<file path="config.mk">
export PLATFORM = sky130hd
export DESIGN_NAME = cpu_sram_arbiter_flat
export DESIGN_NICKNAME = d
export VERILOG_FILES = /design/src/rtl/cpu_sram_arbiter_if.sv /design/src/rtl/cpu_sram_arbiter.sv /design/src/flat_wrapper.sv
export SDC_FILE = /design/constraint.sdc
export NUM_CORES = 1
export LEC_CHECK = 0
export ABC_AREA = 1
export BUFFER_PORTS_ARGS = -buffer_cell sky130_fd_sc_hd__buf_2
export CAP_MARGIN = 10
export CELL_PAD_IN_SITES_DETAIL_PLACEMENT = 1
export CELL_PAD_IN_SITES_GLOBAL_PLACEMENT = 1
export CORE_AREA = 2 2 106 108
export DETAILED_ROUTE_END_ITERATION = 8
export DIE_AREA = 0 0 108 110
export GPL_ROUTABILITY_DRIVEN = 0
export GPL_TIMING_DRIVEN = 0
export PLACE_DENSITY = 0.86
export SKIP_CTS_REPAIR_TIMING = 1
export SLEW_MARGIN = 20
export SYNTH_ARGS = -nofsm -noshare
export SYNTH_HDL_FRONTEND = slang
export SYNTH_SLANG_ARGS = --single-unit
</file>
<file path="constraint.sdc">
create_clock -name clk -period 2 [get_ports clk]
set_input_delay 0.4 -clock clk [delete_from_list [all_inputs] [get_ports clk]]
set_output_delay 0.4 -clock clk [all_outputs]
set_load 0.1 [all_outputs]
</file>
<file path="src/rtl/cpu_sram_arbiter_if.sv">
// Bundle of the fetch port, data port and SRAM port seen by cpu_sram_arbiter.
// The arbiter uses the slave view; the CPU/SRAM side uses the master view.
interface cpu_sram_arbiter_if;
   logic        inst_req;
   logic [31:0] inst_addr;
   logic        inst_cancel;
   logic        inst_addr_ok;
   logic        inst_data_ok;
   logic [31:0] inst_rdata;

   logic        data_req;
   logic        data_wr;
   logic [3:0]  data_wstrb;
   logic [31:0] data_addr;
   logic [31:0] data_wdata;
   logic        data_addr_ok;
   logic        data_data_ok;
   logic [31:0] data_rdata;

   logic        mem_en;
   logic [3:0]  mem_wen;
   logic [31:0] mem_addr;
   logic [31:0] mem_wdata;
   logic [31:0] mem_rdata;

   modport slave (
      input  inst_req, inst_addr, inst_cancel,
      output inst_addr_ok, inst_data_ok, inst_rdata,
      input  data_req, data_wr, data_wstrb, data_addr, data_wdata,
      output data_addr_ok, data_data_ok, data_rdata,
      output mem_en, mem_wen, mem_addr, mem_wdata,
      input  mem_rdata
   );

   modport master (
      output inst_req, inst_addr, inst_cancel,
      input  inst_addr_ok, inst_data_ok, inst_rdata,
      output data_req, data_wr, data_wstrb, data_addr, data_wdata,
      input  data_addr_ok, data_data_ok, data_rdata,
      input  mem_en, mem_wen, mem_addr, mem_wdata,
      output mem_rdata
   );
endinterface

</file>
<file path="src/rtl/cpu_sram_arbiter.sv">
// Merges CPU fetch and data streams onto one synchronous SRAM port; a tag pipeline
// matching the SRAM read latency steers each response back to its issuer.
module cpu_sram_arbiter #(
   parameter int unsigned READ_LATENCY   = 1,
   parameter int unsigned MAX_DATA_BURST = 4
) (
   input logic              clk,
   input logic              reset,
   cpu_sram_arbiter_if.slave bus
);

   localparam logic [3:0] MaxBurst = 4'(MAX_DATA_BURST);
   localparam logic       SrcInst  = 1'b0;
   localparam logic       SrcData  = 1'b1;

   typedef struct packed {
      logic valid;
      logic src;
      logic kill;
      logic wr;
   } tag_t;

   tag_t [READ_LATENCY-1:0] tag_q, tag_d;
   tag_t                    head;
   logic [3:0]              burst_q, burst_d;
   logic                    inst_grant, data_grant;
   logic                    unused_addr_lsbs;

   // Byte offsets never reach the SRAM, which is word addressed.
   assign unused_addr_lsbs = ^{bus.inst_addr[1:0], bus.data_addr[1:0]};

   always_comb begin
      inst_grant = 1'b0;
      data_grant = 1'b0;
      if (!reset) begin
         if (bus.inst_req && (!bus.data_req || burst_q == MaxBurst)) begin
            inst_grant = 1'b1;
         end else if (bus.data_req) begin
            data_grant = 1'b1;
         end
      end
   end

   always_comb begin
      bus.inst_addr_ok = inst_grant;
      bus.data_addr_ok = data_grant;
      bus.mem_en       = inst_grant | data_grant;
      bus.mem_wen      = (data_grant && bus.data_wr) ? bus.data_wstrb : 4'b0000;
      bus.mem_wdata    = data_grant ? bus.data_wdata : 32'h0;
      bus.mem_addr     = 32'h0;
      if (inst_grant) begin
         bus.mem_addr = {bus.inst_addr[31:2], 2'b00};
      end else if (data_grant) begin
         bus.mem_addr = {bus.data_addr[31:2], 2'b00};
      end
   end

   always_comb begin
      burst_d = burst_q;
      if (!bus.inst_req || inst_grant) begin
         burst_d = 4'd0;
      end else if (data_grant && burst_q != MaxBurst) begin
         burst_d = burst_q + 4'd1;
      end
   end

   always_comb begin
      tag_d          = tag_q;
      tag_d[0].valid = inst_grant | data_grant;
      tag_d[0].src   = data_grant ? SrcData : SrcInst;
      tag_d[0].kill  = 1'b0;
      tag_d[0].wr    = data_grant & bus.data_wr;
      for (int i = 1; i < int'(READ_LATENCY); i++) begin
         tag_d[i] = tag_q[i-1];
      end
      // A flush also catches the fetch being granted in the same cycle.
      for (int i = 0; i < int'(READ_LATENCY); i++) begin
         if (bus.inst_cancel && tag_d[i].valid && tag_d[i].src == SrcInst) begin
            tag_d[i].kill = 1'b1;
         end
      end
   end

   always_ff @(posedge clk) begin
      if (reset) begin
         tag_q   <= '0;
         burst_q <= 4'd0;
      end else begin
         tag_q   <= tag_d;
         burst_q <= burst_d;
      end
   end

   always_comb begin
      head             = tag_q[READ_LATENCY-1];
      bus.inst_data_ok = !reset && head.valid && head.src == SrcInst && !head.kill;
      bus.data_data_ok = !reset && head.valid && head.src == SrcData;
      bus.inst_rdata   = bus.inst_data_ok ? bus.mem_rdata : 32'h0;
      bus.data_rdata   = (bus.data_data_ok && !head.wr) ? bus.mem_rdata : 32'h0;
   end

endmodule
</file>
<file path="src/flat_wrapper.sv">
// flat-port wrapper written by rule: the top's interface ports become plain ports
module cpu_sram_arbiter_flat 
#(
   parameter int unsigned READ_LATENCY   = 1,
   parameter int unsigned MAX_DATA_BURST = 4
)
  (clk, reset, bus_inst_req, bus_inst_addr, bus_inst_cancel, bus_inst_addr_ok, bus_inst_data_ok, bus_inst_rdata, bus_data_req, bus_data_wr, bus_data_wstrb, bus_data_addr, bus_data_wdata, bus_data_addr_ok, bus_data_data_ok, bus_data_rdata, bus_mem_en, bus_mem_wen, bus_mem_addr, bus_mem_wdata, bus_mem_rdata);
  cpu_sram_arbiter_if bus_i ();
  input logic clk;
  input logic reset;
  input wire logic [$bits(bus_i.inst_req)-1:0] bus_inst_req;
  input wire logic [$bits(bus_i.inst_addr)-1:0] bus_inst_addr;
  input wire logic [$bits(bus_i.inst_cancel)-1:0] bus_inst_cancel;
  output wire logic [$bits(bus_i.inst_addr_ok)-1:0] bus_inst_addr_ok;
  output wire logic [$bits(bus_i.inst_data_ok)-1:0] bus_inst_data_ok;
  output wire logic [$bits(bus_i.inst_rdata)-1:0] bus_inst_rdata;
  input wire logic [$bits(bus_i.data_req)-1:0] bus_data_req;
  input wire logic [$bits(bus_i.data_wr)-1:0] bus_data_wr;
  input wire logic [$bits(bus_i.data_wstrb)-1:0] bus_data_wstrb;
  input wire logic [$bits(bus_i.data_addr)-1:0] bus_data_addr;
  input wire logic [$bits(bus_i.data_wdata)-1:0] bus_data_wdata;
  output wire logic [$bits(bus_i.data_addr_ok)-1:0] bus_data_addr_ok;
  output wire logic [$bits(bus_i.data_data_ok)-1:0] bus_data_data_ok;
  output wire logic [$bits(bus_i.data_rdata)-1:0] bus_data_rdata;
  output wire logic [$bits(bus_i.mem_en)-1:0] bus_mem_en;
  output wire logic [$bits(bus_i.mem_wen)-1:0] bus_mem_wen;
  output wire logic [$bits(bus_i.mem_addr)-1:0] bus_mem_addr;
  output wire logic [$bits(bus_i.mem_wdata)-1:0] bus_mem_wdata;
  input wire logic [$bits(bus_i.mem_rdata)-1:0] bus_mem_rdata;
  assign bus_i.inst_req = bus_inst_req;
  assign bus_i.inst_addr = bus_inst_addr;
  assign bus_i.inst_cancel = bus_inst_cancel;
  assign bus_inst_addr_ok = bus_i.inst_addr_ok;
  assign bus_inst_data_ok = bus_i.inst_data_ok;
  assign bus_inst_rdata = bus_i.inst_rdata;
  assign bus_i.data_req = bus_data_req;
  assign bus_i.data_wr = bus_data_wr;
  assign bus_i.data_wstrb = bus_data_wstrb;
  assign bus_i.data_addr = bus_data_addr;
  assign bus_i.data_wdata = bus_data_wdata;
  assign bus_data_addr_ok = bus_i.data_addr_ok;
  assign bus_data_data_ok = bus_i.data_data_ok;
  assign bus_data_rdata = bus_i.data_rdata;
  assign bus_mem_en = bus_i.mem_en;
  assign bus_mem_wen = bus_i.mem_wen;
  assign bus_mem_addr = bus_i.mem_addr;
  assign bus_mem_wdata = bus_i.mem_wdata;
  assign bus_i.mem_rdata = bus_mem_rdata;
  cpu_sram_arbiter #(.READ_LATENCY(READ_LATENCY), .MAX_DATA_BURST(MAX_DATA_BURST)) u_core (.clk(clk), .reset(reset), .bus(bus_i));
endmodule
</file>
# Word level (Yosys, flattened, before mapping)
# Cells that the tools add are included.
classes:
  n_addsub: 1
  n_reduce_logical: 18
  n_mux: 13
  n_eq_ne: 2
  bitwise_logic: 4
op_table:
  columns: ["op", "count"]
  rows:
  - ["two-way mux 32 bit", 5]
  - ["logical AND 1 bit", 10]
  - ["two-way mux 1 bit", 7]
  - ["logical NOT 1 bit", 5]
  - ["adder 4 x 1 -> 4 bit, second input constant", 1]
  - ["equality test 4 x 3 -> 1 bit, second input constant", 1]
  - ["two-way mux 4 bit", 1]
  - ["!= test 4 x 3 -> 1 bit, second input constant", 1]
  - ["logical OR 1 bit", 2]
  - ["inverter 1 bit", 2]
  - ["OR reduction 2 bit", 1]
  - ["AND 1 bit", 1]
  - ["bitwise OR 1 bit", 1]
word_totals:
  in_bits: 138
  regBits: 8
  out_inout_bits: 137
  elab_cells: 43

# Depth between registers and ports, before layout
depth:
  ltp_word: 9
  ltp_mapped: 8
  depth_no_buf: 7

# Worst setup path after synthesis
# OpenSTA, ideal clock, no wires.
synth_timing:
  path_type: "input to output"
  from: "input reset"
  to: "output bus_data_rdata[10]"
  path_slack_ps: -1367
  t_arrival_ps: 2967
  path_stages: 5
  required_time_ps: 1600
  n_path_buf: 1
  cell_sequence: "inv_2 > and3_1 > nand2_1 > buf_2 > nor2_1"
synth_between:
  elab_chain_cells: 5
synth_rtl:
  columns: ["item", "line_no", "rtl"]
  rows:
  - ["from (decl)", "flat_wrapper.sv:10", "input logic reset;"]
  - ["logical NOT 1 bit", null, null]
  - ["logical AND 1 bit (2 in series)", "cpu_sram_arbiter.sv:97", "bus.data_data_ok = !reset && head.valid && head.src == SrcData;"]
  - ["via bus_data_data_ok", "flat_wrapper.sv:23", "output wire logic [$bits(bus_i.data_data_ok)-1:0] bus_data_data_ok;"]
  - ["logical AND 1 bit", "cpu_sram_arbiter.sv:99", "bus.data_rdata = (bus.data_data_ok && !head.wr) ? bus.mem_rdata : 32'h0;"]
  - ["two-way mux 32 bit", "cpu_sram_arbiter.sv:99", null]
  - ["to (decl)", "flat_wrapper.sv:24", "output wire logic [$bits(bus_i.data_rdata)-1:0] bus_data_rdata;"]
# The timed path passes the listed nets, and every way through them passes these cells.

# Worst setup path after layout
layout_timing:
  from: "register u_core.burst_q[0]"
  to: "output bus_mem_wdata[26]"
layout_between:
  elab_chain_cells: 6
layout_rtl:
  columns: ["item", "line_no", "rtl"]
  rows:
  - ["from (decl)", "cpu_sram_arbiter.sv:25", "logic [3:0] burst_q, burst_d;"]
  - ["from (signal assigned)", "cpu_sram_arbiter.sv:90", "burst_q <= burst_d;"]
  - ["equality test 4 x 3 -> 1 bit", "cpu_sram_arbiter.sv:36", "if (bus.inst_req && (!bus.data_req || burst_q == MaxBurst)) begin"]
  - ["logical OR 1 bit", "cpu_sram_arbiter.sv:36", null]
  - ["logical AND 1 bit", "cpu_sram_arbiter.sv:36", null]
  - ["two-way mux 1 bit", "cpu_sram_arbiter.sv:36", null]
  - ["two-way mux 1 bit", "cpu_sram_arbiter.sv:35", "if (!reset) begin"]
  - ["two-way mux 32 bit", "cpu_sram_arbiter.sv:49", "bus.mem_wdata = data_grant ? bus.data_wdata : 32'h0;"]
  - ["to (decl)", "flat_wrapper.sv:28", "output wire logic [$bits(bus_i.mem_wdata)-1:0] bus_mem_wdata;"]
# Every way passes these cells.

==> impl_metrics.env <==
export IMPL_outcome="finished, violations left"
export IMPL_violations="setup timing"
export IMPL_reg2reg_depth=7
export IMPL_worst_slack_ns=-0.0563
export IMPL_wl_per_cell_um=14.2
export IMPL_setup_viol=44
export IMPL_fp_dieH_um=110
export IMPL_min_period_ns=2.06
export IMPL_drv_slew=0
export IMPL_hpwl_mm=7.74
export IMPL_vdd_drop_max_v=0.000238
export IMPL_drtIter0Drc=77
export IMPL_grt_pass1_wl_mm=12.6
export IMPL_ios=275
export IMPL_synth_largest_area_cell="nor2_1"
export IMPL_hold_violations=0
export IMPL_period_share_pct=103
export IMPL_cts_buffer_depth=2
export IMPL_dpl_cell_count=744
export IMPL_p_clk_share_pct=9.9
export IMPL_hold_depth=3
export IMPL_yosys_warnings=0
export IMPL_r2r_end="u_core.head[2]"
export IMPL_core_area_um2=10700
export IMPL_netlist_area_um2=1570
export IMPL_layout_drive_gt1_share_pct=63.5
export IMPL_vias=3031
export IMPL_rsz0062_at_grt="true"
export IMPL_yosysSeqAreaShare_pct=10.2
export IMPL_rrSetupSlack_ns=0.71
export IMPL_nNetsFinal=751
export IMPL_fin_skew_ns=0.00285
export IMPL_cp_max_fo=10
export IMPL_route_detailed_drc=0
export IMPL_numCtsBuffers=3
export IMPL_power_switching_mw=1.19
export IMPL_track_usage_pct=12.8
export IMPL_syn_avg_cell_area_um2=4.69
export IMPL_path_class="flop to output pin"
export IMPL_layout_commonest_cell="buf_2"
export IMPL_seq_power_share_pct=8.6
export IMPL_leakagePower_nw=2.66
export IMPL_drt_first_pass_iters=4
export IMPL_start_util_pct=14.7
export IMPL_tritoncts="yes"
export IMPL_root_buffer="clkbuf_8"
export IMPL_cp_endpoint="bus_mem_wdata[26]"
export IMPL_p_per_area_nw_per_um2=400
export IMPL_fin_cells=749
export IMPL_grt_ovfl_total=0
export IMPL_via_per_inst=4.05
export IMPL_synthTopCellsByArea="nor2_1 (23%), inv_1 (19%), nand2_1 (17%)"
export IMPL_ys_types=18
export IMPL_grt_max_degree=11
export IMPL_worstSetupEndpointType="output pin"
export IMPL_timing_rr_start="u_core.burst_q[1]"
export IMPL_die_area_um2=11900
export IMPL_antennaDiodeCount=0
export IMPL_synthCells=335
export IMPL_p_int_mw=0.773
export IMPL_synth_seq_cells=8
export IMPL_synth_top_area_share_pct=23.4
export IMPL_p_comb_share_pct=81.6
export IMPL_hold_class="primary input to flop"
export IMPL_critPathLaunchType="flop"
export IMPL_numPortBuffers=268
export IMPL_grt_pass1_vias=2789
export IMPL_swShare_pct=60.7
export IMPL_cp_arrival_ns=1.66
export IMPL_finalSetupTns_ns=-0.872
export IMPL_area_delta_synth_final_pct=213
export IMPL_route_final_wire_length_mm=10.6
export IMPL_worstSetupStartpoint="u_core.burst_q[0]"
export IMPL_htree_levels=1
export IMPL_grt_antenna_before_repair=0
export IMPL_cts_sinks=8
export IMPL_path_clk_slew_ns=0.04
export IMPL_postRouteAntennaNets=0
export IMPL_n_fill_cell=1347
export IMPL_layout_common_cells="buf_2 (145), inv_1 (79), nor2_4 (64)"
export IMPL_rows=38
export IMPL_max_freq_ghz=0.486
export IMPL_cp_required_ns=1.60
export IMPL_drv_cap=0
export IMPL_die_w_um=108
export IMPL_clock_latency_ns=0.23
worst min path at each step:
| stage | slack, ns | end | startpoint |
|---|---|---|---|
| global placement | 0.43 | u_core.burst_q[0] | u_core.burst_q[0] |
| floorplan | 0.42 | u_core.burst_q[0] | u_core.burst_q[0] |
| detailed placement | 0.43 | u_core.burst_q[0] | u_core.burst_q[0] |
| finish | 0.40 | u_core.head[1] | bus_inst_cancel |
| CTS | 0.40 | u_core.head[1] | bus_inst_cancel |
| global route | 0.39 | u_core.head[1] | bus_inst_cancel |
worst max-delay path, cell delays in order, from the launching register on:
cell,delay (ns)
dfxtp_2,0.35
inv_2,0.05
ha_4,0.15
nand4_1,0.11
nand2_4,0.12
buf_12,0.17
buf_12,0.15
nor2_4,0.12
buf_12,0.18
Yosys cell counts (all sizes together):
cell type / count
dfxtp: 8
nor3: 4
nor2: 107
ha: 2
buf: 21
and3: 1
xnor2: 1
inv: 84
conb: 1
nand2: 73
nand3: 32
nand4: 1
routing by layer:
layer | global-route usage [%] | routed length, µm
met5 | 0 | 0
met2 | 26.9 | 6300
met3 | 3.59 | 945
met4 | 1.19 | 201
met1 | 12.9 | 3190
through the flow:
step / hold WS [ns] / worst slack [ns] / power [mW] / util [%] / area [µm²]
floorplan: 0.417 / -0.420 / 1.23 / - / 2200
global placement: 0.432 / -0.141 / 1.49 / 34.7 / 3710
detailed placement: 0.432 / -0.155 / 1.50 / 34.7 / 3710
CTS: 0.403 / -0.303 / 1.70 / 35.1 / 3750
global route: 0.390 / -0.149 / 2.05 / 46.0 / 4920
finish: 0.398 / -0.0563 / 1.97 / 46.0 / 4920
power groups by stage:
stage / logic [mW] / registers, mW / clock network (mW)
after floorplan: 1.06 / 0.170 / 0
after global placement: 1.32 / 0.171 / 0
after detailed placement: 1.33 / 0.171 / 0
after CTS: 1.33 / 0.169 / 0.203
after global routing: 1.66 / 0.169 / 0.219
final: 1.60 / 0.169 / 0.194
state kept, by name (all words and copies together), names as in the netlist:
name	count
u_core.burst_q	4
u_core.head	4
logic make-up (layout without fill, tap and decap cells):
| kind of cell | Yosys count | in the layout | synth area share, % |
|---|---|---|---|
| simple gates | 218 | 218 | 57.2 |
| other cells | 1 | 2 | 0.239 |
| fa+ha+maj | 2 | 2 | 1.59 |
| buf+inv | 105 | 378 | 30.2 |
| flops | 8 | 8 | 10.2 |
| xor+xnor | 1 | 1 | 0.558 |
area by class of cell:
class / instances / area [µm²] / area share [%]
Clock buffer: 3 / 41.3 / 0.840
Timing Repair Buffer: 270 / 2450 / 49.8
Multi-Input combinational cell: 223 / 1520 / 30.8
Sequential cell: 8 / 163 / 3.31
Buffer: 21 / 243 / 4.94
Tap cell: 140 / 175 / 3.56
Inverter: 84 / 330 / 6.72
Power figures use the tool's default switching activity.
